==> config.mk <==
export PLATFORM = sky130hd
export DESIGN_NAME = mc_control
export DESIGN_NICKNAME = d
export VERILOG_FILES = /design/src/rtl/mc_pkg.sv /design/src/rtl/mc_outdec.sv /design/src/rtl/mc_control.sv
export SDC_FILE = /design/constraint.sdc
export NUM_CORES = 1
export LEC_CHECK = 0
export ABC_AREA = 1
export BUFFER_PORTS_ARGS = -buffer_cell sky130_fd_sc_hd__buf_2
export CORE_MARGIN = 2
export CORE_UTILIZATION = 35
export CTS_CLUSTER_SIZE = 12
export DETAILED_ROUTE_END_ITERATION = 12
export PLACE_DENSITY = 0.54
export SETUP_SLACK_MARGIN = 0.02
export SLEW_MARGIN = 20
export SYNTH_ARGS = -nofsm -noshare
export SYNTH_HDL_FRONTEND = slang
export SYNTH_HIERARCHICAL = 1
export SYNTH_SLANG_ARGS = --single-unit
==> constraint.sdc <==
create_clock -name clk -period 2 [get_ports clk]
set_input_delay 0.3 -clock clk [delete_from_list [all_inputs] [get_ports clk]]
set_output_delay 0.3 -clock clk [all_outputs]
set_load 0.01 [all_outputs]
==> src/rtl/mc_pkg.sv <==
// Shared types and encodings for the multicycle MIPS control unit.
// Holds the state enum, opcodes, datapath mux encodings and the control-word struct.
package mc_pkg;

    typedef enum logic [3:0] {
        ST_FETCH    = 4'd0,
        ST_DECODE   = 4'd1,
        ST_MEMADR   = 4'd2,
        ST_MEMREAD  = 4'd3,
        ST_MEMWB    = 4'd4,
        ST_MEMWRITE = 4'd5,
        ST_EXECUTE  = 4'd6,
        ST_ALUWB    = 4'd7,
        ST_BRANCH   = 4'd8,
        ST_ADDIEX   = 4'd9,
        ST_ADDIWB   = 4'd10,
        ST_JUMP     = 4'd11
    } state_t;

    localparam logic [5:0] OP_RTYPE = 6'b000000;
    localparam logic [5:0] OP_LW    = 6'b100011;
    localparam logic [5:0] OP_SW    = 6'b101011;
    localparam logic [5:0] OP_BEQ   = 6'b000100;
    localparam logic [5:0] OP_ADDI  = 6'b001000;
    localparam logic [5:0] OP_J     = 6'b000010;

    localparam logic [1:0] SRCB_REG   = 2'b00;
    localparam logic [1:0] SRCB_FOUR  = 2'b01;
    localparam logic [1:0] SRCB_IMM   = 2'b10;
    localparam logic [1:0] SRCB_IMMSH = 2'b11;

    localparam logic [1:0] PCSRC_ALU    = 2'b00;
    localparam logic [1:0] PCSRC_ALUOUT = 2'b01;
    localparam logic [1:0] PCSRC_JUMP   = 2'b10;

    localparam logic [1:0] ALUOP_ADD   = 2'b00;
    localparam logic [1:0] ALUOP_SUB   = 2'b01;
    localparam logic [1:0] ALUOP_FUNCT = 2'b10;

    // Raw per-state control word; ir_write/pc_write are gated by mem_ready in the top.
    typedef struct packed {
        logic       mem_req;
        logic       iord;
        logic       ir_write;
        logic       pc_write;
        logic       mem_write;
        logic       mem_reg;
        logic       reg_dst;
        logic       reg_write;
        logic       alu_src_a;
        logic [1:0] alu_src_b;
        logic [1:0] alu_instruc;
        logic [1:0] pc_src;
        logic       branch;
    } ctrl_t;

    function automatic logic is_legal_op(input logic [5:0] op);
        return (op == OP_RTYPE) || (op == OP_LW) || (op == OP_SW) ||
               (op == OP_BEQ) || (op == OP_ADDI) || (op == OP_J);
    endfunction

endpackage

==> src/rtl/mc_outdec.sv <==
// Combinational state -> control-word decoder for the multicycle control unit.
// Anything not assigned for a state stays at zero.
module mc_outdec
    import mc_pkg::*;
(
    input  state_t state_i,
    output ctrl_t  ctrl_o
);

    always_comb begin
        ctrl_o = '0;
        unique case (state_i)
            ST_FETCH: begin
                ctrl_o.mem_req     = 1'b1;
                ctrl_o.iord        = 1'b0;
                ctrl_o.ir_write    = 1'b1;
                ctrl_o.pc_write    = 1'b1;
                ctrl_o.alu_src_a   = 1'b0;
                ctrl_o.alu_src_b   = SRCB_FOUR;
                ctrl_o.alu_instruc = ALUOP_ADD;
                ctrl_o.pc_src      = PCSRC_ALU;
            end
            ST_DECODE: begin
                // Speculative branch target: PC + (imm << 2) into ALUOut.
                ctrl_o.alu_src_a   = 1'b0;
                ctrl_o.alu_src_b   = SRCB_IMMSH;
                ctrl_o.alu_instruc = ALUOP_ADD;
            end
            ST_MEMADR, ST_ADDIEX: begin
                ctrl_o.alu_src_a   = 1'b1;
                ctrl_o.alu_src_b   = SRCB_IMM;
                ctrl_o.alu_instruc = ALUOP_ADD;
            end
            ST_MEMREAD: begin
                ctrl_o.mem_req = 1'b1;
                ctrl_o.iord    = 1'b1;
            end
            ST_MEMWRITE: begin
                ctrl_o.mem_req   = 1'b1;
                ctrl_o.iord      = 1'b1;
                ctrl_o.mem_write = 1'b1;
            end
            ST_MEMWB: begin
                ctrl_o.mem_reg   = 1'b1;
                ctrl_o.reg_dst   = 1'b0;
                ctrl_o.reg_write = 1'b1;
            end
            ST_EXECUTE: begin
                ctrl_o.alu_src_a   = 1'b1;
                ctrl_o.alu_src_b   = SRCB_REG;
                ctrl_o.alu_instruc = ALUOP_FUNCT;
            end
            ST_ALUWB: begin
                ctrl_o.reg_dst   = 1'b1;
                ctrl_o.reg_write = 1'b1;
            end
            ST_ADDIWB: begin
                ctrl_o.reg_dst   = 1'b0;
                ctrl_o.reg_write = 1'b1;
            end
            ST_BRANCH: begin
                ctrl_o.alu_src_a   = 1'b1;
                ctrl_o.alu_src_b   = SRCB_REG;
                ctrl_o.alu_instruc = ALUOP_SUB;
                ctrl_o.pc_src      = PCSRC_ALUOUT;
                ctrl_o.branch      = 1'b1;
            end
            ST_JUMP: begin
                ctrl_o.pc_src   = PCSRC_JUMP;
                ctrl_o.pc_write = 1'b1;
            end
            default: ctrl_o = '0;
        endcase
    end

endmodule

==> src/rtl/mc_control.sv <==
// Multicycle MIPS control FSM: sequences the shared-memory datapath, gates fetch
// on the memory handshake and counts retired instructions.
module mc_control
    import mc_pkg::*;
#(
    parameter int RETIRE_W = 32
) (
    input  logic                clk,
    input  logic                reset,
    input  logic [5:0]          instruc,
    input  logic                zero,
    input  logic                mem_ready,
    output logic                mem_req,
    output logic                iord,
    output logic                ir_write,
    output logic                mem_write,
    output logic                mem_reg,
    output logic                reg_dst,
    output logic                reg_write,
    output logic                alu_src_a,
    output logic [1:0]          alu_src_b,
    output logic [1:0]          alu_instruc,
    output logic [1:0]          pc_src,
    output logic                pc_en,
    output logic                illegal_op,
    output logic [RETIRE_W-1:0] retired
);

    state_t              state_q, state_d;
    state_t              out_state;
    ctrl_t               ctrl;
    logic [RETIRE_W-1:0] retired_q, retired_d;
    logic                retire_now;
    logic                pc_write_g;

    // While reset is held the datapath sees FETCH controls, not the stale state.
    assign out_state = reset ? ST_FETCH : state_q;

    mc_outdec u_outdec (
        .state_i (out_state),
        .ctrl_o  (ctrl)
    );

    always_comb begin
        state_d = state_q;
        unique case (state_q)
            ST_FETCH:    if (mem_ready) state_d = ST_DECODE;
            ST_DECODE: begin
                case (instruc)
                    OP_LW, OP_SW: state_d = ST_MEMADR;
                    OP_RTYPE:     state_d = ST_EXECUTE;
                    OP_BEQ:       state_d = ST_BRANCH;
                    OP_ADDI:      state_d = ST_ADDIEX;
                    OP_J:         state_d = ST_JUMP;
                    default:      state_d = ST_FETCH;
                endcase
            end
            // Anything other than sw falls to a harmless read rather than a write.
            ST_MEMADR:   state_d = (instruc == OP_SW) ? ST_MEMWRITE : ST_MEMREAD;
            ST_MEMREAD:  if (mem_ready) state_d = ST_MEMWB;
            ST_MEMWRITE: if (mem_ready) state_d = ST_FETCH;
            ST_EXECUTE:  state_d = ST_ALUWB;
            ST_ADDIEX:   state_d = ST_ADDIWB;
            ST_MEMWB, ST_ALUWB, ST_ADDIWB, ST_BRANCH, ST_JUMP:
                         state_d = ST_FETCH;
            default:     state_d = ST_FETCH;
        endcase
    end

    always_comb begin
        retire_now = 1'b0;
        case (state_q)
            ST_MEMWB, ST_ALUWB, ST_ADDIWB, ST_BRANCH, ST_JUMP: retire_now = 1'b1;
            ST_MEMWRITE: retire_now = mem_ready;
            default:     retire_now = 1'b0;
        endcase
        retired_d = retire_now ? retired_q + {{(RETIRE_W-1){1'b0}}, 1'b1} : retired_q;
    end

    always_ff @(posedge clk) begin
        if (reset) begin
            state_q   <= ST_FETCH;
            retired_q <= '0;
        end else begin
            state_q   <= state_d;
            retired_q <= retired_d;
        end
    end

    // A stalled fetch must not advance PC or IR.
    assign pc_write_g  = (out_state == ST_FETCH) ? (ctrl.pc_write & mem_ready) : ctrl.pc_write;

    assign mem_req     = ctrl.mem_req;
    assign iord        = ctrl.iord;
    assign ir_write    = ctrl.ir_write & mem_ready;
    assign mem_write   = ctrl.mem_write;
    assign mem_reg     = ctrl.mem_reg;
    assign reg_dst     = ctrl.reg_dst;
    assign reg_write   = ctrl.reg_write;
    assign alu_src_a   = ctrl.alu_src_a;
    assign alu_src_b   = ctrl.alu_src_b;
    assign alu_instruc = ctrl.alu_instruc;
    assign pc_src      = ctrl.pc_src;
    assign pc_en       = pc_write_g | (ctrl.branch & zero);
    assign illegal_op  = (out_state == ST_DECODE) && !is_legal_op(instruc);
    assign retired     = retired_q;

endmodule
# Word level (Yosys, flattened, before mapping)
# Cells that the tools add are included.
# word_totals
regBits	36
inputBits	10
out_inout_bits	48
elab_cells	72
# op_classes
addsub	1
n_eq_ne	30
mux	18
bitwise	4
reduce_logical	17
# ops
operator	n
32-bit by 1-bit adder with 32-bit output (second input constant)	1
4-bit by 3-bit equality test with 1-bit output (second input constant)	8
4-bit equality test (second input constant)	8
4-bit one-hot mux with 7 select lines	1
5-bit one-hot mux with 5 select lines	1
4-bit one-hot mux with 5 select lines	1
4-bit by 2-bit equality test with 1-bit output (second input constant)	4
4-bit two-way mux	4
6-bit equality test (second input constant)	2
2-bit one-hot mux with 2 select lines	3
2-bit OR reduction	5
4-bit by 1-bit equality test with 1-bit output (second input constant)	2
4-bit zero test	2
6-bit by 2-bit equality test with 1-bit output (second input constant)	1
6-bit by 3-bit equality test with 1-bit output (second input constant)	1
6-bit by 4-bit equality test with 1-bit output (second input constant)	1
6-bit zero test	1
1-bit two-way mux	6
2-bit inequality test (second input constant)	3
1-bit logical OR	5
5-bit OR reduction	1
1-bit AND	3
3-bit two-way mux	1
3-bit AND reduction	1
4 further kinds	4

# Longest topological paths before layout
# Gate-level depths: netlist (run 1).
# logic_depth
word_depth	8
depth_mapped	11
mapped_depth_nobuf	10

# Hierarchy
# The synthesis (run 1) kept the hierarchy.
# modules_own_cells
mod	n_inst	cells_per_inst	area_per_inst_um2	seq_area_each_um2
mc_control	1	390	2290.9	720.7
mc_outdec	1	41	171.4	0.0

# Worst setup path after synthesis (run 1)
# OpenSTA, ideal clock, no wires.
# synth_timing
kind	input to output
startpoint	input reset
endpoint	output pc_en
arrival_time_ns	1.332
required_ns	1.700
slack_ns	0.368
stages	6
path_buffers	1
path_cell_list	clkbuf_1 > nor2_1 > nor2_1 > nand2_1 > o21ai_1 > a22o_1
# synth_lines
element	line_no	rtl
start: declaration	mc_control.sv:9	input logic reset,
end: declaration	mc_control.sv:24	output logic pc_en,

# Worst setup path in the final report (run 1)
# layout_timing
startpoint	register state_q[1]
endpoint	output alu_src_b[1]
# layout_between
elab_chain_cells	4
elab_cells_between_ends	9
cone_classes	eq/ne (5); mux (2); reduce/logical (2)
# layout_lines
element	line_no	rtl
start: declaration	mc_control.sv:29	state_t state_q, state_d;
start signal: assignment	mc_control.sv:85	state_q <= state_d;
4-bit two-way mux *	mc_control.sv:37	assign out_state = reset ? ST_FETCH : state_q;
named net out_state[1]	mc_control.sv:30	state_t out_state;
4-bit by 2-bit equality test with 1-bit output / 4-bit equality test (equally long branches)	mc_outdec.sv:12	unique case (state_i)
2-bit OR reduction	mc_outdec.sv:12	
5-bit one-hot mux with 5 select lines *	mc_outdec.sv:12	
end: declaration	mc_control.sv:21	output logic [1:0] alu_src_b,
# Mark *: on every way through the listed nets, which the timed path passes. The rest lies on a longest branch.

==> results of run 1 <==
-- final timing paths --
check                                  end  slack, ns
setup / recovery              alu_src_b[1]       0.13
hold / removal     state_q[2]$_SDFFE_PP0P_       0.36
setup reg to reg  retired[26]$_SDFFE_PP0P_       0.33
hold reg to reg    retired[0]$_SDFFE_PP0P_       0.52
-- metrics by stage --
stage	cells	hold slack, ns	power [W]
after floorplan	431	0.488	0.000844
after global placement	578	0.495	0.000894
after detailed placement	578	0.515	0.000894
after CTS	586	0.351	0.00161
after global routing	586	0.392	0.00167
final	586	0.356	0.00159
-- kinds of logic after synthesis --
family | share of synthesized area [%]
fa+ha+maj | 0.508
compound gates | 7.06
buf+inv | 11.8
simple gates | 50.6
xor+xnor | 0.712
flops | 29.3
-- per-layer routing --
metal / up-vias / GRT usage, % / share of wire, %
met5: - / 0 / 0
met4: 0 / 5.31 / 1.0
met3: 7 / 3.68 / 4.5
met2: 61 / 30.0 / 47
met1: 1165 / 21.7 / 47
li1: 1468 / - / -
-- state kept, by name (all words and copies together) (netlist names) --
signal and count:
state_q 4, retired 32
-- worst reg2reg max path, delay by kind of cell, from the launching register on --
| kind | cells | cell delay [ns] |
|---|---|---|
| DFF | 1 | 0.41 |
| and+or+nand+nor | 7 | 0.92 |
| adders and majority gates | 1 | 0.24 |
-- final cells by class --
cell class / count / area (sq um)
clock buffers: 7 / 96.3
repair buffers: 61 / 328
fillers: 757 / 3800
well taps: 96 / 120
inverters: 59 / 221
flip-flops and latches: 36 / 721
multi-input cells: 326 / 1480
clock inverters: 1 / 30.0
-- repair_timing --
item / CTS / global route
gates cloned: 0 / 0
resized for setup: 1 / 7
endpoints found under the setup margin: 1 / 9
pin swaps: 0 / 0
hold buffers: 0 / 0
-- power by group --
group	switching, W	leakage (nW)	internal, W
clock network	0.000268	0.0645	0.000440
logic	0.0000999	1.09	0.0000553
registers	0.00000702	0.290	0.000722
total	0.000375	1.44	0.00122
-- cells in the final DEF (no fill, tap or decap) --
cell / count
a21boi_0: 1
a21boi_1: 1
a21oi_1: 17
a21oi_2: 2
a22o_1: 1
and2_1: 1
and3_1: 1
buf_12: 1
buf_2: 57
buf_4: 3
bufinv_16: 1
clkbuf_8: 7
clkinv_1: 1
dfxtp_1: 36
ha_1: 1
inv_1: 54
inv_2: 4
nand2_1: 125
nand2_2: 4
nand3_1: 43
nand4_1: 16
nor2_1: 84
nor2_2: 7
nor2_4: 6
nor3_1: 5
o21ai_0: 6
o21ai_1: 2
o21bai_1: 1
xnor2_1: 2
==> impl_metrics.toml, run 1 <==
[drt]
firstDrtPassIters = 4
drt-initial-drc-count = 104
drcViolationCount = 0
post_drt_wl_per_cell_um = 11.0
drt-vias-per-instance = 4.61
antenna_left = 0
vias = 2701
finalWirelength_um = 6430

[finish]
n_antenna_cell = 0
layout.nets = 500
fin_area_sq_um = 2990
final_util_pct = 44.1
area_growth_pct = 21.6
drive_gt1_share_pct = 18.8

[synth]
synth_cell_types = 28
ys_seq_area_share_pct = 29.3
synth.avg_cell_area_sq_um = 5.71
syn_nets = 442
synth_edf_count = 0
synth_top_area_share_pct = 29.3
syn_area_sq_um = 2460
synth_top_cell_by_area = "dfxtp_1"
synthMostInstantiatedCell = "nand2_1"
async_flop_share_pct = 0
synthCells = 431
ys_seq_elements = 36
yosys-top-cells-area = "dfxtp_1, nand2_1, nor2_1"
yosys-top-cells-count = "nand2_1, nor2_1, inv_1"
ys_warn_count = 6
synth_ff_type = "dfxtp_1"

[timing]
setup_ws_ns = 0.134
worst_clock_skew_ns = 0.00892
slew-limit-headroom_pct = 75.2
fmax_mhz = 536
fin_crit_sh_pct = 93.3
period_needed_ns = 1.87
tns_ns = 0
worst_pin_slew_ns = 0.372
finalSetupViolations = 0
rsz0062_at_grt = "false"
slew_viol_final = 0
hold_viol = 0

[cts]
cts_root_buffer = "clkbuf_8"
cts_tree = "done"
cts_max_level = 2
cts_buffer_depth = 2
clkLatencyLatePin_ns = 0.29
cts_sinks = 36
cts_made_buffers = 5
clk_pin_slew_ns = 0.08
post-cts-setup-buffers = 0

[setup_path]
critPathLaunchType = "register"
crit_type = "register to output pin"
end_kind = "output pin"
crit_start = "state_q[1]$_SDFFE_PP0P_"
cpLargestDelayFamily = "simple AND/OR/NAND/NOR gates"
reg2reg_from = "retired[0]$_SDFFE_PP0P_"
cp.required_ns = 1.70
crit_fanout = 6
reg2regPathDepth = 8
cp.arrival_ns = 1.57
critPathMostFrequentCell = "nor2_1"
crit_path_cell_trace = "inv_2 -> nor2_1 -> buf_4 -> inv_1 -> nor2_1 -> nor2_1 -> nor2_1 -> buf_2"
cp.depth = 8
slowest_delay_ns = 0.39
crit_buf_inv = 4
slowest_stage = "dfxtp_1"

[grt]
grt_pass1_wl_um = 10800
grt_max_degree = 59
antenna_found_initial = 0
grt-ovfl-total = 0
grtUsageTotal_pct = 17.4
grt_pass1_vias = 2430

[placed_design]
port_buffers = 57
post-dp-hpwl_um = 4880
globalplace.congestion = 0.845
dp_slack_ns = 0.167
placed_area_sq_um = 2840

[floorplan]
die_w_um = 87.9
die_h_um = 87.9
rows = 30
initial_core_util_pct = 36.2
coreArea_sq_um = 6790
dieArea_sq_um = 7720
io_pins = 58

[pwr]
power.leakage_nw = 1.44
vdd_ir_drop_max_mv = 0.334
powerDensity_nw_per_um2 = 532

[run_status]
status = "complete, no violations"

[hold_path]
min_from = "mem_ready"
hold_path_class = "primary input to register"
holdPathStages = 4

[run]
maxCapViolCount = 0
Note: power is estimated with default switching activity, not from simulation.
==> run 2: changes to the inputs <==
--- a/config.mk
+++ b/config.mk
@@ -16,5 +16,4 @@
 export SLEW_MARGIN = 20
 export SYNTH_ARGS = -nofsm -noshare
 export SYNTH_HDL_FRONTEND = slang
-export SYNTH_HIERARCHICAL = 1
 export SYNTH_SLANG_ARGS = --single-unit
==> run 2 against run 1 <==
  * Flip-flop and latch count unchanged
  * Critical path type unchanged
  * Highest routed layer unchanged
  * Largest cell class unchanged
  * Count of clock-buffer cells in the layout increased by 1
  * Combinational power decreased by 13%
  * Largest power group unchanged
==> impl_metrics.toml, run 2 <==
[floorplan]
die_h_um = 86.7
initial_core_util_pct = 35.6
io_pins = 58
coreArea_sq_um = 6720
die_w_um = 86.7
dieArea_sq_um = 7520
rows = 30

[synth]
synth_ff_type = "dfxtp_1"
ys_seq_area_share_pct = 30.1
synth-compound-area-share_pct = 6.27
ys_warn_count = 0
synth-simple-area-share_pct = 50.5
synth_fa_ha_area_share_pct = 0.522
synth_top_cell_by_area = "dfxtp_1"
async_flop_share_pct = 0
synth_xor_area_share_pct = 0
synth_cell_types = 25
ys_seq_elements = 36
yosys-top-cells-count = "nand2_1, nor2_1, inv_1"
synthCells = 417
synth_top_area_share_pct = 30.1
syn_nets = 428
synthMostInstantiatedCell = "nand2_1"
synth.avg_cell_area_sq_um = 5.74
synth_edf_count = 0
syn_area_sq_um = 2390
yosys-top-cells-area = "dfxtp_1, nand2_1, nor2_1"
synth_top_family_by_area = "simple AND/OR/NAND/NOR gates"
synth_mux_area_share_pct = 0

[setup_path]
reg2reg_from = "retired[0]$_SDFFE_PP0P_"
r2r_end = "retired[30]$_SDFFE_PP0P_"
crit_type = "register to output pin"
critPathMostFrequentCell = "nand2_1"
cp.arrival_ns = 1.52
critPathLaunchType = "register"
slowest_delay_ns = 0.34
slowest_stage = "dfxtp_1"
crit_buf_inv = 2
crit_path_cell_trace = "inv_2 -> nand2_1 -> nor2_4 -> nand2_1 -> nor3_1 -> buf_2"
cpLargestDelayFamily = "simple AND/OR/NAND/NOR gates"
r2r_setup_slack_ns = 0.29
crit_fanout = 6
end_kind = "output pin"
cp.required_ns = 1.70
reg2regPathDepth = 8

[drt]
finalWirelength_um = 6200
post_drt_wl_per_cell_um = 11.1
antenna_left = 0
firstDrtPassIters = 5
drcViolationCount = 0
drt-vias-per-instance = 4.74
vias = 2635
drt-initial-drc-count = 140

[finish]
largest_reg_flops = 32
layout_commonest_cell = "nand2_1"
final_cell_mix = "nand2_1, nor2_1, buf_2"
layout.nets = 486
final_util_pct = 42.4
area_growth_pct = 19.0
final_cells = 556
drive_gt1_share_pct = 18.7
n_antenna_cell = 0

[grt]
grtUsageTotal_pct = 17.0
grt_max_degree = 35
top_usage_layer = "met2"
grtUsageMet2_pct = 28.4
antenna_found_initial = 0
grt-ovfl-total = 0
grt_pass1_vias = 2309
grt_pass1_wl_um = 10300
use_met1_pct = 22.4
grt_use_met3_pct = 3.24

[timing]
tns_ns = 0
worst_clock_skew_ns = 0.00490
finalSetupViolations = 0
worst_pin_slew_ns = 0.315
period_needed_ns = 1.82
slew-limit-headroom_pct = 78.9
fmax_mhz = 549
hold_viol = 0
fin_crit_sh_pct = 91.1
slew_viol_final = 0
setup_ws_ns = 0.177
rsz0062_at_grt = "false"

[placed_design]
globalplace.congestion = 0.829
dp.cells = 548
post-dp-hpwl_um = 4740
dp_slack_ns = 0.281
port_buffers = 57

[run_status]
status = "complete, no violations"

[hold_path]
holdPathStages = 4
hold_path_class = "primary input to register"
whs_endpoint = "state_q[1]$_SDFFE_PP0P_"
min_from = "reset"

[cts]
cts_root_buffer = "clkbuf_8"
clkLatencyLatePin_ns = 0.28
cts.repair.resized = 0
post-cts-setup-buffers = 0
cts_hold_buf = 0
cts_max_level = 2
clk_pin_slew_ns = 0.07
cts_made_buffers = 5
cts_sinks = 36
cts_buffer_depth = 2
cts_tree = "done"

[run]
maxCapViolCount = 0

[pwr]
vdd_ir_drop_max_mv = 0.221
powerDensity_nw_per_um2 = 494
power.leakage_nw = 1.39
## run 2: report_power, final
part           internal [W]  leakage (nW)  switching (W)
combinational     0.0000485          1.06      0.0000864
sequential         0.000721         0.290     0.00000681
clock              0.000281        0.0455       0.000264
## run 2: cells by family (layout without fill, tap and decap cells)
group	after synthesis	in the layout
buffers and inverters	70	129
adders and majority gates	1	1
DFF	36	36
AOI/OAI and AO/OA	28	28
and+or+nand+nor	282	282
## run 2: area by class of cell
type	instances	area (sq um)
repair buffers	62	323
inverters	59	221
fillers	752	3870
well taps	80	100
clock buffers	8	90.1
flip-flops and latches	36	722
multi-input cells	311	1390
## run 2: worst max path at each step
stage	cells after the start	endpoint	slack, ns	start
final	6	illegal_op	0.18	state_q[2]$_SDFFE_PP0P_
after global routing	10	retired[18]$_SDFFE_PP0P_	0.04	retired[0]$_SDFFE_PP0P_
after CTS	6	illegal_op	0.04	state_q[2]$_SDFFE_PP0P_
after detailed placement	9	retired[16]$_SDFFE_PP0P_	0.28	retired[0]$_SDFFE_PP0P_
after global placement	6	illegal_op	0.35	state_q[2]$_SDFFE_PP0P_
after floorplan	10	retired[18]$_SDFFE_PP0P_	0.45	retired[0]$_SDFFE_PP0P_
## run 2: worst reg2reg max path, cell delays in order, from the launching register on
cell,delay (ns)
dfxtp_1,0.43
ha_1,0.27
nand2_1,0.09
nor2_2,0.15
nand3_1,0.13
nor2_2,0.23
nand3_1,0.14
nor2_1,0.11
nor2_1,0.05
## run 2: through the flow
step	instance area (sq um)	hold WS (ns)	power (W)
after floorplan	2390	0.484	0.000830
after global placement	2740	0.507	0.000874
after detailed placement	2740	0.509	0.000874
after CTS	2830	0.395	0.00143
after global routing	2850	0.413	0.00148
final	2850	0.411	0.00141
## run 2: routing by layer
metal	vias to the layer above	wire length [um]
li1	1427	-
met2	43	2910
met1	1163	3080
met4	0	38
met3	2	167
met5	-	0
==> run 3: changes to the inputs <==
--- a/config.mk
+++ b/config.mk
@@ -12,6 +12,7 @@
 export CTS_CLUSTER_SIZE = 12
 export DETAILED_ROUTE_END_ITERATION = 12
 export PLACE_DENSITY = 0.54
+export REMOVE_ABC_BUFFERS = 1
 export SETUP_SLACK_MARGIN = 0.02
 export SLEW_MARGIN = 20
 export SYNTH_ARGS = -nofsm -noshare
==> run 3 against run 2 <==
  * Worst hold slack got worse by 0.14 ns
  * Combinational power hardly changed
  * Wire length up 2.3%
  * Global-route usage barely moved
  * Critical path depth decreased by 1
  * Flip-flop and latch count stayed put
  * Fmax increased by 0.69%
  * Utilization is essentially flat
  * First-iteration DRC count is the same
  * Die area unchanged
  * Critical path type unchanged
  * Largest cell class unchanged
  * Largest power group unchanged
  * Highest routed layer unchanged
==> impl_metrics.toml, run 3 (same netlist as run 2, synthesis figures left out) <==
[run_status]
status = "complete, no violations"

[floorplan]
initial_core_util_pct = 35.6
rows = 30
coreArea_sq_um = 6720
dieArea_sq_um = 7520
die_w_um = 86.7
io_pins = 58
die_h_um = 86.7

[timing]
finalSetupViolations = 0
period_needed_ns = 1.81
fin_crit_sh_pct = 90.5
rsz0062_at_grt = "true"
fmax_mhz = 552
hold_viol = 0
slew-limit-headroom_pct = 79.5
worst_pin_slew_ns = 0.305
worst_clock_skew_ns = 0.00825
slew_viol_final = 0

[cts]
clkLatencyLatePin_ns = 0.29
cts_buffer_depth = 2
cts_max_level = 2
cts_root_buffer = "clkbuf_8"
cts_sinks = 36
clk_pin_slew_ns = 0.07
cts_hold_buf = 0
cts_made_buffers = 5
cts_tree = "done"

[finish]
largest_reg_flops = 32
final_util_pct = 42.4
layout_commonest_cell = "nand2_1"
drive_gt1_share_pct = 18.1
n_antenna_cell = 0
fin_area_sq_um = 2850
final_cell_mix = "nand2_1, nor2_1, buf_2"
area_growth_pct = 19.1
layout.nets = 485
filler_cell_count = 727

[setup_path]
crit_start = "state_q[0]$_SDFFE_PP0P_"
reg2reg_from = "retired[0]$_SDFFE_PP0P_"
cp.arrival_ns = 1.51
cp.required_ns = 1.70
end_kind = "output pin"
crit_type = "register to output pin"
critPathLaunchType = "register"
crit_fanout = 5

[pwr]
vdd_ir_drop_max_mv = 0.247
powerDensity_nw_per_um2 = 503
power.leakage_nw = 1.39

[drt]
drt-initial-drc-count = 140
drcViolationCount = 0
drt-vias-per-instance = 4.79
firstDrtPassIters = 4
vias = 2653
antenna_left = 0
post_drt_wl_per_cell_um = 11.4
finalWirelength_um = 6340

[hold_path]
min_from = "reset"
hold_path_class = "primary input to register"

[placed_design]
post-dp-hpwl_um = 4750
placed_area_sq_um = 2740
globalplace.congestion = 0.815
port_buffers = 57

[grt]
grt-ovfl-total = 0
grtUsageTotal_pct = 17.1
grt_pass1_vias = 2318
antenna_found_initial = 0
grt_pass1_wl_um = 10500
grt_max_degree = 58

[run]
maxCapViolCount = 0
-- run 3: changes by cell type in the layout (fill, tap and decap cells not counted), sizes merged --
| cell | previous run | this run |
|---|---|---|
| clkbuf | 8 | 7 |
| buf | 62 | 61 |
-- run 3: area by class of cell --
type                            count  area, sq um  area share, %
Multi-Input combinational cell    311         1390           48.6
Sequential cell                    36          721           25.3
Timing Repair Buffer               61          328           11.5
Inverter                           59          221           7.77
Tap cell                           80          100           3.51
Clock buffer                        7         96.3           3.38
-- run 3: timing repair --
action,CTS,global route
resized for setup,0,4
setup endpoints to repair,0,2
endpoints found under the hold margin,0,0
setup buffers,0,0
-- run 3: path summary, 6_finish.rpt --
kind	to	slack [ns]	cells after the start
setup / recovery	pc_en	0.19	5
hold / removal	state_q[3]$_SDFFE_PP0P_	0.27	2
setup reg to reg	retired[24]$_SDFFE_PP0P_	0.27	9
hold reg to reg	state_q[2]$_SDFFE_PP0P_	0.53	2
-- run 3: critical path, stage by stage, from the launching register on --
cell     delay, ns
dfxtp_1       0.43
inv_2         0.09
a31oi_1       0.25
nor2_1        0.09
a211o_1       0.23
buf_2         0.14
-- run 3: through the flow --
stage | power, W | setup TNS (ns) | setup slack (ns) | hold WS [ns] | std cells
after CTS | 0.00145 | 0 | 0.0699 | 0.266 | 554
final | 0.00143 | 0 | 0.190 | 0.273 | 554
after detailed placement | 0.000875 | 0 | 0.285 | 0.515 | 547
after global routing | 0.00149 | 0 | 0.00960 | 0.276 | 554
after global placement | 0.000874 | 0 | 0.356 | 0.505 | 547
after floorplan | 0.000820 | -0.0700 | -0.0350 | 0.369 | 406
-- run 3: layer usage --
layer | up-vias | track usage (%) | part of all wire, %
met2 | 66 | 28.0 | 44
met1 | 1158 | 22.9 | 49
met4 | 0 | 3.84 | 0.99
met3 | 6 | 3.71 | 5.9
met5 | - | 0 | 0
li1 | 1423 | - | -
-- run 3: where the power goes --
part | internal, W | total [W] | switching [W]
Sequential | 0.000721 | 0.000728 | 0.00000700
Combinational | 0.0000479 | 0.000133 | 0.0000854
Clock | 0.000307 | 0.000573 | 0.000266
